**src/rtl/elevador_pkg.sv**
```systemverilog
// rtl/elevador_pkg.sv - shared floor constants and types for the elevator slice
package elevador_pkg;

    localparam int N_FLOORS_DEF = 4;
    localparam int FLOOR_IDX_W  = $clog2(N_FLOORS_DEF);

    typedef logic [N_FLOORS_DEF-1:0] floor_vec_t;
    typedef logic [FLOOR_IDX_W-1:0]  floor_idx_t;

endpackage

```
**src/rtl/btn_conditioner.sv**
```systemverilog
// rtl/btn_conditioner.sv - synchroniser, debouncer and rising-edge detect for one raw button
module btn_conditioner #(
    parameter int SYNC_STAGES     = 2,
    parameter int DEBOUNCE_CYCLES = 4
) (
    input  logic clk,
    input  logic reset,
    input  logic raw,
    output logic db,
    output logic press
);

    localparam int                CNT_W    = $clog2(DEBOUNCE_CYCLES + 1);
    localparam logic [CNT_W-1:0]  CNT_LAST = CNT_W'(DEBOUNCE_CYCLES - 1);

    logic [SYNC_STAGES-1:0] sync_q, sync_d;
    logic [CNT_W-1:0]       cnt_q, cnt_d;
    logic                   db_q, db_d;
    logic                   s;

    assign s  = sync_q[SYNC_STAGES-1];
    assign db = db_q;

    // press is combinational so the consumer latches on the same edge db flips
    always_comb begin
        sync_d = {sync_q[SYNC_STAGES-2:0], raw};
        cnt_d  = cnt_q;
        db_d   = db_q;
        press  = 1'b0;
        if (s == db_q) begin
            cnt_d = '0;
        end else if (cnt_q == CNT_LAST) begin
            db_d  = s;
            cnt_d = '0;
            press = s;
        end else begin
            cnt_d = cnt_q + 1'b1;
        end
    end

    always_ff @(posedge clk or posedge reset) begin
        if (reset) begin
            sync_q <= '0;
            cnt_q  <= '0;
            db_q   <= 1'b0;
        end else begin
            sync_q <= sync_d;
            cnt_q  <= cnt_d;
            db_q   <= db_d;
        end
    end

endmodule

```
**src/rtl/call_request_latch.sv**
```systemverilog
// rtl/call_request_latch.sv - latches debounced cabin/hall presses into a per-floor pending vector
module call_request_latch
    import elevador_pkg::*;
#(
    parameter int N_FLOORS        = N_FLOORS_DEF,
    parameter int SYNC_STAGES     = 2,
    parameter int DEBOUNCE_CYCLES = 4
) (
    input  logic                        clk,
    input  logic                        reset,
    input  logic [N_FLOORS-1:0]         cab_btn,
    input  logic [N_FLOORS-1:0]         hall_btn,
    input  logic [$clog2(N_FLOORS)-1:0] cur_floor,
    input  logic                        llego,
    input  logic                        puerta,
    input  logic                        emergencia,
    output logic [N_FLOORS-1:0]         piso,
    output logic                        any_pending,
    output logic                        req_above,
    output logic                        req_below,
    output logic                        req_here
);

    localparam int IDX_W = $clog2(N_FLOORS);

    logic [N_FLOORS-1:0] press_cab, press_hall;
    logic [N_FLOORS-1:0] cab_db_unused, hall_db_unused;
    logic [N_FLOORS-1:0] piso_q, piso_d;

    for (genvar g = 0; g < N_FLOORS; g++) begin : g_cond
        btn_conditioner #(
            .SYNC_STAGES    (SYNC_STAGES),
            .DEBOUNCE_CYCLES(DEBOUNCE_CYCLES)
        ) u_cab (
            .clk  (clk),
            .reset(reset),
            .raw  (cab_btn[g]),
            .db   (cab_db_unused[g]),
            .press(press_cab[g])
        );
        btn_conditioner #(
            .SYNC_STAGES    (SYNC_STAGES),
            .DEBOUNCE_CYCLES(DEBOUNCE_CYCLES)
        ) u_hall (
            .clk  (clk),
            .reset(reset),
            .raw  (hall_btn[g]),
            .db   (hall_db_unused[g]),
            .press(press_hall[g])
        );
    end

    // Emergency beats service clear, which beats a new press on the same floor
    always_comb begin
        piso_d = piso_q;
        for (int i = 0; i < N_FLOORS; i++) begin
            if (emergencia) begin
                piso_d[i] = 1'b0;
            end else if (llego && puerta && (cur_floor == IDX_W'(i))) begin
                piso_d[i] = 1'b0;
            end else if (press_cab[i] || press_hall[i]) begin
                piso_d[i] = 1'b1;
            end
        end
    end

    always_ff @(posedge clk or posedge reset) begin
        if (reset) begin
            piso_q <= '0;
        end else begin
            piso_q <= piso_d;
        end
    end

    always_comb begin
        req_above = 1'b0;
        req_below = 1'b0;
        req_here  = 1'b0;
        for (int i = 0; i < N_FLOORS; i++) begin
            if (piso_q[i]) begin
                if (IDX_W'(i) > cur_floor)  req_above = 1'b1;
                if (IDX_W'(i) < cur_floor)  req_below = 1'b1;
                if (IDX_W'(i) == cur_floor) req_here  = 1'b1;
            end
        end
    end

    assign piso        = piso_q;
    assign any_pending = |piso_q;

endmodule

```
**config.mk**
```make
export PLATFORM = sky130hd
export DESIGN_NAME = call_request_latch
export DESIGN_NICKNAME = d
export VERILOG_FILES = /design/src/rtl/elevador_pkg.sv /design/src/rtl/btn_conditioner.sv /design/src/rtl/call_request_latch.sv
export SDC_FILE = /design/constraint.sdc
export NUM_CORES = 1
export LEC_CHECK = 0
export CORE_ASPECT_RATIO = 2
export CORE_MARGIN = 4
export CORE_UTILIZATION = 49
export CTS_CLUSTER_DIAMETER = 50
export DETAILED_ROUTE_END_ITERATION = 16
export MAX_ROUTING_LAYER = met4
export PLACE_DENSITY = 0.71
export REMOVE_ABC_BUFFERS = 1
export SYNTH_ARGS = -nofsm -noshare
export SYNTH_HDL_FRONTEND = slang
export SYNTH_SLANG_ARGS = --single-unit
```
**constraint.sdc**
```tcl
create_clock -name clk -period 1.8 [get_ports clk]
set_input_delay 0.36 -clock clk [delete_from_list [all_inputs] [get_ports clk]]
set_output_delay 0.36 -clock clk [all_outputs]
set_load 0.005 [all_outputs]
```
Word level (Yosys, flattened, before mapping)
Index checks and enable logic that the tools add are counted.

word-level totals
  register bits after elaboration = 52
  bits of input ports = 15
  output and inout port bits = 8
  logic and storage cells = 165

operators by class
  add/sub/neg operators = 8
  $lt $le $gt $ge = 8
  equality and inequality tests = 22
  mux-type cells = 68
  bitwise operators = 8
  reduce and logical (&&, ||, !) cells = 23

operators with widths
  cell                                                                         count
  1-bit two-way mux                                                            52
  3-bit two-way mux                                                            16
  3-bit by 1-bit adder with 3-bit output, second input constant                8
  3-bit by 2-bit equality test with 1-bit output, second input constant        8
  2-bit AND reduction                                                          8
  3-bit nonzero test                                                           4
  1-bit equality test                                                          8
  1-bit NOT                                                                    8
  1-bit logical AND                                                            5
  2-bit equality test, first input constant                                    2
  2-bit equality test, second input constant                                   2
  1-bit by 2-bit > comparator with 1-bit output, first input constant          2
  2-bit > comparator, first input constant                                     2
  1-bit logical OR                                                             4
  1-bit by 2-bit less-than comparator with 1-bit output, first input constant  2
  2-bit less-than comparator, first input constant                             2
  4-bit OR reduction                                                           1
  1-bit by 2-bit equality test with 1-bit output, first input constant         1
  2-bit by 1-bit equality test with 1-bit output, second input constant        1
  2-bit logical NOT                                                            1

Logic depth before layout (Yosys ltp)
  depth in word-level cells = 9
  gate-level depth with buffers = 4
  mapped depth without buffers = 4

Modules after synthesis
From an unflattened synthesis, not the netlist that was laid out.

unflattened totals
  cells, all modules = 148
  area, all modules = 2,117.0 um2

modules (own cells, without submodules)
  module              instances  cells an instance  area each (um2)  seq. area each (um2)
  btn_conditioner     8          15                 235.2            150.1
  call_request_latch  1          28                 235.2            100.1

Worst setup path after synthesis
Ideal clock, no wire load.

  path kind = reg2out
  start = register piso_q[2], in the netlist piso[2]
  end = output port any_pending
  arrival = 0.936 ns
  path slack = 0.504 ns
  stages on the path, launching flop included = 2
  buffers on the path = 0
  cell sequence = dfrtp_1 > or4_1

between the ends
  word-level cells in the longest chain between the ends = 1

ends and longest elaborated chain
  element                   line                      RTL
  start: declaration        call_request_latch.sv:28  logic [N_FLOORS-1:0] piso_q, piso_d;
  start signal: assignment  call_request_latch.sv:71  piso_q <= piso_d;
  4-bit OR reduction        call_request_latch.sv:89  assign any_pending = |piso_q;
  end: declaration          call_request_latch.sv:18  output logic any_pending,

No other way between the ends.

Final worst setup path
  start = register piso_q[2], in the netlist piso[2]
  end = output port req_here

between the ends
  word-level cells in the longest chain between the ends = 3

ends and longest elaborated chain
  element              line                      RTL
  1-bit two-way mux *  call_request_latch.sv:80  if (piso_q[i]) begin
  1-bit two-way mux    call_request_latch.sv:83  if (IDX_W'(i) == cur_floor) req_here = 1'b1;
  1-bit two-way mux *  call_request_latch.sv:80
  end: declaration     call_request_latch.sv:21  output logic req_here

Every way passes the cells marked *; elsewhere a longest branch is shown, timed or not.

==> metrics.md <==
| Metric | Value |
|---|---|
| Inserted Clock Buffers | 5 |
| Path depth of the worst reg2reg path | 4 |
| Final worst path period share | between 90% and 100% |
| Initial Util | 51.4% |
| Die H | just under 100 um |
| Worst Slack Setup Final | 0.0335 ns |
| Leak | 1.17 nW |
| Grt peak-use layer | met2 |
| Sum Neg Setup Slack | 0 ns |
| Outcome | finished, final reports clean |
| Largest net degree at the start of global routing | 29 |
| Worst setup path endpoint | req_here |
| Share of cells above drive strength 1 | 16.9% |
| Met3 Track Usage GR | 3.97% |
| Syn Area/Cell | 14.1 um^2 |
| CP Launch Point | piso[2] |
| Max-cap violation count | 0 |
| Avg Vias per Cell | 5.31 |
| Post-Synthesis Cells | 142 |
| RSZ-0062 raised after global routing | true |
| R2r setup slk | 0.52 ns |
| Clk pin slew, worst setup/hold paths | 0.09 ns |
| Port bufs | 22 |
| DRT iter0 DRCs | 16 |
| Tmin final | ~1.8 ns |
| Number of detailed-route iterations in the first pass | 3 |
| Post-layout util | 63.0% |
| Number of inserted diodes | 0 |
| Antenna violations before repair | 0 |
| GP Congestion | approximately 0.7 |
| Nets@finish | roughly 210 |
| First-pass GRT wire length | approximately 6.0 mm |
| Register area share after synthesis | 65.1% |
| Post-Place Cells | 225 |
| Yosys warns | 0 |
| Via count | 1243 |
| Number of fill cells | approximately 320 |
| Worst Hold Class | reg2reg |
| Most common cell after layout, fill and taps aside | dfrtp_1 |
| Clock sinks | 52 |
| Peak VDD IR | 0.912 mV |
| Vias in the first global route | 1350 |
| Cell variety after synth | 22 |
| Clk_skew | about 0.011 ns |
| I/O pins | 23 |
| Area delta synth->final | 22.4% |
| Largest area contributor in the netlist | dfrtp_1 |
| Critical setup path kind | reg2out |
| Post-route ant nets | 0 |
| Mapped cell area | 2000 um^2 |
| Synth top area cells | dfrtp_1, nor3b_1, ha_1 |
| Die ar. | 5230 um^2 |
| Pwr per Cell Area | 1220 nW/um^2 |
| Fin. max-slew vios | 0 |
| Core ar. | 3880 um^2 |
| Total wire length | 3.27 mm |
| Worst slew pin tran | 0.341 ns |
| Pre-CTS setup slack | -0.409 ns |
| Die X | 53.2 um |
| Top cell type's share of synthesized area | 65.1% |
| Later-pin clock latency in the skew report | 0.29 ns |
| Slew HR | 77.3% |
| Met1 usage | 18.4% |
| Crit path max fanout | 4 |
| Worst EP arrival | 1.41 ns |
| FP Rows | 32 |
| Most frequent cells in the layout | dfrtp_1, clkdlybuf4s50_1, nor3b_1 |
| GRT Total Usage | approximately 16% |
| Maximum buffer depth of the clock tree | 2 |
| Max Fclk | 566 MHz |
| CTS Root Buffer Type | clkbuf_8 |
| Final setup vio count | 0 |
| Reg2reg end | piso[1] |
| Gr ovfl total | 0 |
| FF-to-FF Start | g_cond[1].u_hall.cnt_q[0] |
| Worst setup SP type | flop |
| Req. time, crit path | about 1.4 ns |
| Layout Cells excl Fill | 234 |
| Post-synthesis register bit count | 52 |
| DRC violations left | 0 |
| CTS tree | built |
| WL/cell | 14.0 um |
| Crit end category | output port |
| Final Hold Fails | 0 |
| Final HPWL DP | 2.57 mm |
| H-tree depth | 2 |
| Grt met2 use | 24.6% |
-- cell type report --
| type | instances | area (um^2) | share of cell area (%) |
|---|---|---|---|
| sequential | 52 | 1300 | 53.2 |
| multi-input combinational | 85 | 678 | 27.7 |
| timing repair buffer | 34 | 305 | 12.5 |
| clock buffer | 6 | 72.6 | 2.97 |
| tap | 51 | 63.8 | 2.61 |
| inverter | 5 | 18.8 | 0.768 |
| clock inverter | 1 | 5.00 | 0.205 |
-- stage by stage --
step                      instance area, um^2  power (mW)  hold WS, ns
after floorplan                          2000        2.13        0.331
after global placement                   2360        2.34        0.333
after detailed placement                 2360        2.44        0.335
after CTS                                2440        3.03        0.353
after global routing                     2440        3.21        0.369
final                                    2440        2.98        0.348
-- cell usage after synthesis (all sizes together) --
library cell,n
dfrtp,52
xnor2,8
nand3b,1
nor3,13
nor2b,6
and4bb,1
or4,1
inv,5
nand2,2
mux2,7
and2b,7
mux4,1
o21ai,5
a311oi,1
nand2b,2
nor3b,14
a31oi,1
nor2,1
a41o,1
a221oi,2
a21oi,3
ha,8
-- layer usage --
metal / share of wire (%) / up-vias
met1: 38 / 624
met4: 2.5 / 0
met3: 5.0 / 9
met5: 0 / -
li1: - / 581
met2: 54 / 29
-- cell families (layout without fill, tap and decap cells) --
family          Yosys count  count (layout)  share of synthesized area, %
compound gates           13              13                          4.76
flops                    52              52                          65.1
fa+ha+maj                 8               8                          5.01
xor+xnor                  8               8                          3.51
mux                       8               8                          5.07
buf+inv                   5              46                         0.939
simple gates             48              48                          15.6
-- state kept, by name (all words and copies together) (netlist names) --
signal / count
g_cond.u_hall.db: 4
g_cond.u_hall.cnt_q: 12
g_cond.u_cab.db: 4
g_cond.u_cab.sync_q: 8
piso: 4
g_cond.u_cab.cnt_q: 12
g_cond.u_hall.sync_q: 8
-- where the power goes --
part | total (mW) | leakage [nW] | switching (mW) | internal, mW
combinational | 0.793 | 0.468 | 0.356 | 0.437
clock | 0.591 | 0.0410 | 0.326 | 0.264
sequential | 1.60 | 0.656 | 0.170 | 1.43
-- worst max-delay path, stage by stage (launching register included) --
cell and delay (ns):
dfrtp_1 0.40, buf_6 0.13, mux4_2 0.44, buf_2 0.14
-- worst min path at each step --
stage / start / endpoint / slack, ns / cells past startpoint
3_5_place_dp: g_cond[3].u_cab.sync_q[0] / g_cond[3].u_cab.sync_q[1] / 0.33 / 0
3_3_place_gp: g_cond[0].u_hall.sync_q[0] / g_cond[0].u_hall.sync_q[1] / 0.33 / 0
5_1_grt: g_cond[0].u_cab.sync_q[0] / g_cond[0].u_cab.sync_q[1] / 0.37 / 0
2_1_floorplan: g_cond[0].u_cab.sync_q[0] / g_cond[0].u_cab.sync_q[1] / 0.33 / 0
4_1_cts: g_cond[3].u_cab.sync_q[0] / g_cond[3].u_cab.sync_q[1] / 0.35 / 0
6_report: g_cond[2].u_cab.sync_q[0] / g_cond[2].u_cab.sync_q[1] / 0.35 / 0
-- what timing repair did --
item	4_1_cts	5_1_grt
endpoints found under the hold margin	0	0
setup buffers	2	1
resized for setup	10	4
hold buffers	0	0
setup endpoints to repair	4	4
No activity file was read; power rests on OpenSTA's default activity.
